`config.mk`:
```
export PLATFORM = sky130hd
export DESIGN_NAME = axi_multi_port_perf_monitor
export DESIGN_NICKNAME = d
export VERILOG_FILES = /design/src/rtl/axi_multi_port_perf_monitor.sv
export SDC_FILE = /design/constraint.sdc
export NUM_CORES = 2
export LEC_CHECK = 0
export ABC_AREA = 1
export BUFFER_PORTS_ARGS = -buffer_cell sky130_fd_sc_hd__buf_4
export CAP_MARGIN = 0
export CORE_ASPECT_RATIO = 1.2
export CORE_MARGIN = 1.5
export CORE_UTILIZATION = 39
export CTS_BUF_LIST = sky130_fd_sc_hd__clkbuf_16
export DETAILED_ROUTE_END_ITERATION = 16
export SYNTH_ARGS = -nofsm -noshare
export SYNTH_HDL_FRONTEND = slang
export SYNTH_SLANG_ARGS = --single-unit
export TNS_END_PERCENT = 30
```
`constraint.sdc`:
```
create_clock -name clk -period 35.4 [get_ports clk]
set_clock_uncertainty 0.1 [all_clocks]
set_input_delay 1.77 -clock clk [delete_from_list [all_inputs] [get_ports clk]]
set_output_delay 1.77 -clock clk [all_outputs]
set_load 0.02 [all_outputs]
```
`src/rtl/axi_multi_port_perf_monitor.sv`:
```
// Purpose : passive per-port AXI traffic monitor: saturating event counters,
//           outstanding write/read trackers with high watermarks, sticky error flags.
// Latency : readout returns one cycle after rd_req_i; err_o is registered.
// Backpressure: none. The block only observes handshakes and accepts a read every cycle.
// Optional: define AXI_PERF_MON_BUSY_CNT_EN to add the per-port busy-cycle counters
//           (idx 10 = write tracker non-zero, idx 11 = read tracker non-zero).
// Ports   : clk, rst_n (async, active-high); en_i gates event counters; clear_i zeroes all state;
//           aw/ar/w/b/r handshakes plus w/r last, one bit per port;
//           rd_req_i/rd_port_i/rd_idx_i -> rd_valid_o/rd_data_o; err_o = per-port OR of flags.
// Read map: 0 AW, 1 AR, 2 W beats, 3 W last, 4 B, 5 R beats, 6 R last,
//           7 write watermark, 8 read watermark, 9 {ovf, rd_unf, wr_unf}, 10/11 busy.
module axi_multi_port_perf_monitor #(
  parameter int NumPorts  = 2,
  parameter int CntWidth  = 32,
  parameter int OutWidth  = 8,
  parameter int DataWidth = 32,
  localparam int PortW    = (NumPorts > 1) ? $clog2(NumPorts) : 1
) (
  input  logic                 clk,
  input  logic                 rst_n,
  input  logic                 en_i,
  input  logic                 clear_i,
  input  logic [NumPorts-1:0]  aw_hs_i,
  input  logic [NumPorts-1:0]  ar_hs_i,
  input  logic [NumPorts-1:0]  w_hs_i,
  input  logic [NumPorts-1:0]  w_last_i,
  input  logic [NumPorts-1:0]  b_hs_i,
  input  logic [NumPorts-1:0]  r_hs_i,
  input  logic [NumPorts-1:0]  r_last_i,
  input  logic                 rd_req_i,
  input  logic [PortW-1:0]     rd_port_i,
  input  logic [3:0]           rd_idx_i,
  output logic                 rd_valid_o,
  output logic [DataWidth-1:0] rd_data_o,
  output logic [NumPorts-1:0]  err_o
);

`ifdef AXI_PERF_MON_BUSY_CNT_EN
  localparam int NumCnt = 9;
`else
  localparam int NumCnt = 7;
`endif
  localparam int MaxCO = (CntWidth > OutWidth) ? CntWidth : OutWidth;
  localparam int ValW  = (MaxCO > 3) ? MaxCO : 3;

  logic [CntWidth-1:0] cnt_q [NumPorts][NumCnt];
  logic [OutWidth-1:0] out_q [NumPorts][2];   // [0] write, [1] read
  logic [OutWidth-1:0] wm_q  [NumPorts][2];
  logic [2:0]          err_q [NumPorts];

  logic [NumCnt-1:0]   ev    [NumPorts];
  logic [1:0]          inc   [NumPorts];
  logic [1:0]          dec   [NumPorts];
  logic [OutWidth-1:0] trk_d [NumPorts][2];
  logic [2:0]          err_d [NumPorts];
  logic [ValW-1:0]     sel_val;

  always_comb begin
    for (int p = 0; p < NumPorts; p++) begin
      ev[p]    = '0;
      ev[p][0] = aw_hs_i[p];
      ev[p][1] = ar_hs_i[p];
      ev[p][2] = w_hs_i[p];
      ev[p][3] = w_hs_i[p] & w_last_i[p];
      ev[p][4] = b_hs_i[p];
      ev[p][5] = r_hs_i[p];
      ev[p][6] = r_hs_i[p] & r_last_i[p];
`ifdef AXI_PERF_MON_BUSY_CNT_EN
      // Busy cycles look at the tracker value held during this cycle.
      ev[p][7] = (out_q[p][0] != '0);
      ev[p][8] = (out_q[p][1] != '0);
`endif
      inc[p] = {ar_hs_i[p], aw_hs_i[p]};
      dec[p] = {r_hs_i[p] & r_last_i[p], b_hs_i[p]};
      err_d[p] = err_q[p];
      for (int t = 0; t < 2; t++) begin
        trk_d[p][t] = out_q[p][t];
        // Simultaneous increment and decrement cancel, so neither error can fire.
        if (inc[p][t] && !dec[p][t]) begin
          if (&out_q[p][t]) err_d[p][2] = 1'b1;
          else              trk_d[p][t] = out_q[p][t] + 1'b1;
        end else if (dec[p][t] && !inc[p][t]) begin
          if (out_q[p][t] == '0) err_d[p][t] = 1'b1;
          else                   trk_d[p][t] = out_q[p][t] - 1'b1;
        end
      end
    end
  end

  // Readout selects from current (pre-update) state, so a read coincident with
  // clear_i or with events returns the value before that cycle's changes.
  always_comb begin
    sel_val = '0;
    for (int p = 0; p < NumPorts; p++) begin
      if (rd_port_i == PortW'(p)) begin
        for (int c = 0; c < NumCnt; c++) begin
          if (rd_idx_i == 4'((c < 7) ? c : c + 3)) sel_val = ValW'(cnt_q[p][c]);
        end
        if (rd_idx_i == 4'd7) sel_val = ValW'(wm_q[p][0]);
        if (rd_idx_i == 4'd8) sel_val = ValW'(wm_q[p][1]);
        if (rd_idx_i == 4'd9) sel_val = ValW'(err_q[p]);
      end
    end
  end

  always_ff @(posedge clk or posedge rst_n) begin
    if (rst_n) begin
      for (int p = 0; p < NumPorts; p++) begin
        for (int c = 0; c < NumCnt; c++) cnt_q[p][c] <= '0;
        for (int t = 0; t < 2; t++) begin
          out_q[p][t] <= '0;
          wm_q[p][t]  <= '0;
        end
        err_q[p] <= '0;
      end
      err_o      <= '0;
      rd_valid_o <= 1'b0;
      rd_data_o  <= '0;
    end else begin
      rd_valid_o <= rd_req_i;
      if (rd_req_i) rd_data_o <= DataWidth'(sel_val);
      if (clear_i) begin
        for (int p = 0; p < NumPorts; p++) begin
          for (int c = 0; c < NumCnt; c++) cnt_q[p][c] <= '0;
          for (int t = 0; t < 2; t++) begin
            out_q[p][t] <= '0;
            wm_q[p][t]  <= '0;
          end
          err_q[p] <= '0;
        end
        err_o <= '0;
      end else begin
        for (int p = 0; p < NumPorts; p++) begin
          for (int c = 0; c < NumCnt; c++) begin
            if (en_i && ev[p][c] && !(&cnt_q[p][c])) cnt_q[p][c] <= cnt_q[p][c] + 1'b1;
          end
          for (int t = 0; t < 2; t++) begin
            out_q[p][t] <= trk_d[p][t];
            if (trk_d[p][t] > wm_q[p][t]) wm_q[p][t] <= trk_d[p][t];
          end
          err_q[p] <= err_d[p];
          err_o[p] <= |err_d[p];
        end
      end
    end
  end

endmodule

```
* After elaboration in Yosys (flattened, before gate mapping)
Cells that the tools add are included.
** Cells by class
- Add/sub/neg operators :: 22
- $lt $le $gt $ge :: 4
- Equal/unequal tests :: 9
- Muxes and demuxes :: 81
- Bitwise gates (word level) :: 4
- Reductions and logical operators :: 101
** Operators with widths (count)
- $mux W32 :: 38
- $add A32 B1 Y32 const B :: 14
- $mux W448 :: 1
- $reduce_and A32 Y1 :: 14
- $mux W8 :: 20
- $logic_and A1 B1 Y1 :: 36
- $reduce_bool A2 Y1 :: 18
- $add A8 B1 Y8 const B :: 4
- $gt A8 B8 Y1 :: 4
- $logic_not A8 Y1 :: 4
- $reduce_and A8 Y1 :: 4
- $sub A8 B1 Y8 const B :: 4
- $logic_not A1 Y1 :: 22
- $mux W1 :: 20
- $eq A4 B3 Y1 const B :: 4
- $eq A4 B2 Y1 const B :: 2
- $eq A4 B4 Y1 const B :: 2
- $mux W6 :: 1
- $reduce_or A3 Y1 :: 2
- $and A1 B1 Y1 :: 4
- $eq A4 B1 Y1 const B :: 1
- $logic_not A4 Y1 :: 1
- $mux W2 :: 1
** Word-level totals
- Register bits :: 553
- Bits of input ports :: 24
- Output and inout port bits :: 35
- Word-level logic and storage cells :: 248

* Logic depth before layout (Yosys ltp)
- Depth in word-level cells :: 23
- Depth in mapped cells :: 25
- Gate-level depth less buffers :: 25

* Least setup slack after synthesis
Ideal clock, no wire load.
- Path kind :: input -> register
- From :: input port b_hs_i[0]
- To :: register wm_q[25] (netlist bit)
- Setup time :: 0.131 ns
- Arrival :: 4.158 ns
- Required time :: 35.169 ns
- Setup slack :: 31.011 ns
- Cell stages on the path :: 20
- Path buffers :: 1
- Cell sequence :: inv_1 nor2_1 inv_1 nor4_1 nand2_1 nor2_1 inv_1 nor3_1 nand2_1 nand2_1 o21ai_0 inv_1 a21oi_1 ha_1 nand4_1 o221ai_1 o21ai_0 nand2_1 clkbuf_1 o21ai_0
** Between the ends
- Longest elaborated chain between the ends :: 5
- Elaborated cells between the ends (all ways) :: 9
- Those cells by class :: 1 x order compare; 4 x mux; 4 x reduce/logical
** RTL lines
- start, declared :: line 27 : input logic [NumPorts-1:0] b_hs_i,
- $logic_and A1 B1 Y1 or $logic_not A1 Y1 (tied branches) :: line 82, 79
- $mux W8 or $logic_and A1 B1 Y1 (tied branches) :: line 82, 79
- $mux W8 (*) :: line 79 : if (inc[p][t] && !dec[p][t]) begin
- $gt A8 B8 Y1 or $mux W8 (tied branches) :: line 139 : if (trk_d[p][t] > wm_q[p][t]) wm_q[p][t] <= trk_d[p][t];
- $reduce_bool A2 Y1 (no source line) or $mux W32 (tied branches)
- end signal, assigned by index :: line 112 : wm_q[p][t] <= '0;
- end signal, assigned by index :: line 127 : wm_q[p][t] <= '0;
- end, declared :: line 48 : logic [OutWidth-1:0] wm_q [NumPorts][2];
Every way passes the cells marked *; elsewhere a longest branch is shown, timed or not. The select of a mux whose other input is x is not followed.
A chain may end at the register's enable or synchronous reset.

* Worst setup path in the final report
- From :: input port rd_idx_i[2]
- To :: register rd_data_o[7]
** Between the ends
- Longest elaborated chain between the ends :: 23
- Elaborated cells between the ends (all ways) :: 32
- Those cells by class :: 9 x eq/ne; 22 x mux; 1 x reduce/logical
** RTL lines
- start, declared :: line 32 : input logic [3:0] rd_idx_i,
- $logic_not A4 Y1 :: line 97 : if (rd_idx_i == 4'((c < 7) ? c : c + 3)) sel_val = ValW'(cnt_q[p][c]);
- $mux W32 (7 in series) :: line 97
- $mux W32 :: line 99 : if (rd_idx_i == 4'd7) sel_val = ValW'(wm_q[p][0]);
- $mux W32 :: line 100 : if (rd_idx_i == 4'd8) sel_val = ValW'(wm_q[p][1]);
- $mux W32 :: line 101 : if (rd_idx_i == 4'd9) sel_val = ValW'(err_q[p]);
- $mux W32 :: line 95 : if (rd_port_i == PortW'(p)) begin
- $mux W32 (7 in series) :: line 97
- $mux W32 :: line 99
- $mux W32 :: line 100
- $mux W32 :: line 101
- $mux W32 (*) :: line 95
- end signal, assigned :: line 121 : if (rd_req_i) rd_data_o <= DataWidth'(sel_val);
- end, declared :: line 34 : output logic [DataWidth-1:0] rd_data_o,
Every way passes the cells marked *; elsewhere a longest branch is shown, timed or not.

==> flow_metrics.py <==
metrics = {
    "power_and_ir_drop": {
        "ir_drop_uv": 36.9,
        "swShare_pct": 28.9,
        "comb_power_share_pct": 13.0,
        "cellInternalPower_w": 0.00104,
        "power_frac_seq_pct": 45.4,
        "switching_power_w": 0.000424,
        "p_leak_nw": 16.3,
        "pwr-share-clk_pct": 41.6,
        "power_density_mw_per_mm2": 37.9,
    },
    "clock_tree": {
        "cts_buffer_depth": 3,
        "clk_latency_ns": 0.65,
        "root_buffer": "clkbuf_16",
        "cts_buffers": 60,
        "clkSinkCount": 553,
        "cts_resized": 0,
        "h-tree-depth": 2,
        "cts_tree": "yes",
        "cts_hold_buffers": 0,
        "post-cts-setup-buffer-count": 0,
        "clk_pin_slew_ns": 0.07,
    },
    "floorplan": {
        "initial_core_util_pct": 39.4,
        "die_w_um": 278,
        "fp.dieArea_mm2": 0.0923,
        "io-pin-count": 59,
        "dieHeight_um": 332,
        "fp-row-count": 120,
        "placeableCoreArea_mm2": 0.0895,
    },
    "yosys": {
        "synth_area_mm2": 0.0353,
        "yosysMostFrequentCell": "nand2_1",
        "synth.net_count": 5165,
        "yosys-top-cells-count": "1078 x nand2_1, 750 x inv_1, 567 x a21oi_1, 553 x dfrtp_1, 479 x nor2_1",
        "avgSynthCellArea_um2": 6.94,
        "yosysTopAreaCellShare_pct": 39.2,
        "synth-edff-count": 0,
        "synth.area.top_cells": "dfrtp_1 39%, nand2_1 11%, a21oi_1 8.0%",
        "yosys_warnings": 0,
        "synthArstFlopShare_pct": 100,
        "ys_seq_elements": 553,
        "synth_flop_cell": "dfrtp_1",
        "synth_cell_types": 59,
        "synth_top_area_cell": "dfrtp_1",
        "syn_inst": 5083,
        "synth_seq_area_share_pct": 39.2,
    },
    "sta": {
        "min_period_ns": 4.90,
        "finalSetupViolCount": 0,
        "fin_crit_sh_pct": 13.9,
        "fmax_mhz": 204,
        "tightest_slew_ns": 1.01,
        "hold_viol_final": 0,
        "rsz0062_at_grt": "no",
        "relSlewSlack_pct": 32.4,
        "finalMaxSlewViolations": 0,
        "setup_tns_ns": 0,
    },
    "setup_path": {
        "cp-start-kind": "input pin",
        "rr_endpoint": "wm_q[24]",
        "rrSetupSlack_ns": 31.73,
        "critical_path_class": "in2reg",
        "cp_max_fo": 37,
        "cp-end-kind": "register",
        "worstPathRequired_ns": 35.87,
        "cp_data_arrival_time_ns": 5.38,
        "timing.rr.start": "out_q[25]",
        "crit_start": "rd_idx_i[2]",
        "ff2ff_path_depth": 19,
    },
    "routing": {
        "drc": 0,
        "drt_wl_total_mm": 121,
        "drt_iter0_drc": 3002,
        "num_vias": 34600,
        "drtAntennaViolNets": 0,
        "firstDrtPassIters": 6,
        "viasPerCell": 5.51,
        "wl_per_cell_um": 19.2,
    },
    "grt": {
        "grt_first_pass_wirelength_mm": 188,
        "grt_max_degree": 128,
        "grt_overflow": 0,
        "grt_usage_pct": 25.8,
        "grt_pass1_vias": 32700,
        "antenna_found_initial": 0,
    },
    "placed_design": {
        "place_area_mm2": 0.0368,
        "place.gp.congestion": 0.940,
        "port_buffers": 58,
        "hpwl_mm": 89.0,
    },
    "layout": {
        "syn_to_final_growth_pct": 9.50,
        "fin_nets": 5162,
        "fin_area_mm2": 0.0386,
        "drive_above_1_share_pct": 6.26,
    },
    "min_path": {
        "holdCritStartpoint": "cnt_q[322]",
        "hold_path_depth": 1,
        "hold_path.class": "reg2reg",
        "hold_path_end": "cnt_q[322]",
    },
    "status": {
        "status": "completed",
    },
    "flow_run": {
        "cap_violations": 0,
    },
}
layer usage:
layer / track usage (%) / share of wire, % / routed length, um
met1: 35.3 / 44 / 53500
met2: 41.5 / 46 / 55100
met3: 3.41 / 6.4 / 7700
met4: 9.34 / 3.6 / 4390
met5: 0 / 0 / 0
cell type report:
| type | instances | area (um2) |
|---|---|---|
| fillers | 9368 | 50900 |
| multi-input cells | 3601 | 17900 |
| flip-flops and latches | 553 | 13800 |
| inverters | 777 | 2930 |
| clock buffers | 61 | 1530 |
| well taps | 1159 | 1450 |
| repair buffers | 87 | 669 |
| clock inverters | 47 | 290 |
| diodes | 1 | 2.50 |
sequential cells by signal, summed over array words and instances (netlist names):
signal and flops:
err_q 6, wm_q 32, rd_valid_o 1, rd_data_o 32
out_q 32, cnt_q 448, err_o 2
cells by family after synthesis:
| group | count (synthesis) | synth area share (%) |
|---|---|---|
| compound gates | 1188 | 18.3 |
| xor+xnor | 28 | 0.695 |
| fa+ha+maj | 58 | 2.06 |
| buf+inv | 929 | 10.0 |
| flops | 553 | 39.2 |
| mux | 2 | 0.0639 |
| simple gates | 2325 | 29.6 |
critical path: stages:
cell and delay (ns):
buf_4 0.12, nor2_2 0.34, nand2_2 0.49, buf_4 0.46, inv_2 0.64, nand2_1 0.11, o211ai_1 0.11, o21ai_1 0.09
nand3_1 0.09, nand2_1 0.06, nand3_1 0.10, nand2_1 0.07, nand2_1 0.08, nand2_1 0.06, nand2_1 0.05, nand2_1 0.05
nand2_1 0.08, nand2_1 0.06, nand2_1 0.05, nand2_1 0.06, nand2_1 0.08, nand2_1 0.06, nand2_1 0.05, nand2_1 0.05
a21oi_1 0.12
per-stage QoR:
stage	setup WS (ns)	util, %	total power, W	std cells	hold slack (ns)
3_3_place_gp	29.89	41.1	0.000864	6177	0.339
3_5_place_dp	29.92	41.1	0.000866	6177	0.342
5_1_grt	30.27	43.2	0.00152	6285	0.378
2_1_floorplan	18.07	-	0.000799	5083	0.323
6_report	30.50	43.2	0.00146	6286	0.356
4_1_cts	30.58	43.2	0.00148	6285	0.356
worst max-delay path by stage:
stage / to / depth (start not counted)
after detailed placement: rd_data_o[7] / 25
after global routing: rd_data_o[7] / 25
after global placement: rd_data_o[7] / 25
after CTS: rd_data_o[7] / 25
final: rd_data_o[7] / 25
after floorplan: cnt_q[0] / 1
placed cells by master (no fill, tap or decap), types with 58 or more instances in the layout:
cell type / instances
buf_4: 85
ha_1: 58
nand3_1: 197
nor3_1: 270
nand2_1: 1074
dfrtp_1: 553
nand4_1: 90
inv_1: 764
a21oi_1: 567
nor2_1: 479
nor4_1: 58
clkbuf_16: 61
o21ai_0: 389
power by group through the flow:
stage	Combinational, W	Clock [W]	Sequential, W
CTS	0.000191	0.000620	0.000664
finish	0.000191	0.000609	0.000665
floorplan	0.000123	0	0.000676
global route	0.000216	0.000642	0.000667
detailed placement	0.000190	0	0.000676
global placement	0.000188	0	0.000676
(Power assumes the default switching activity.)
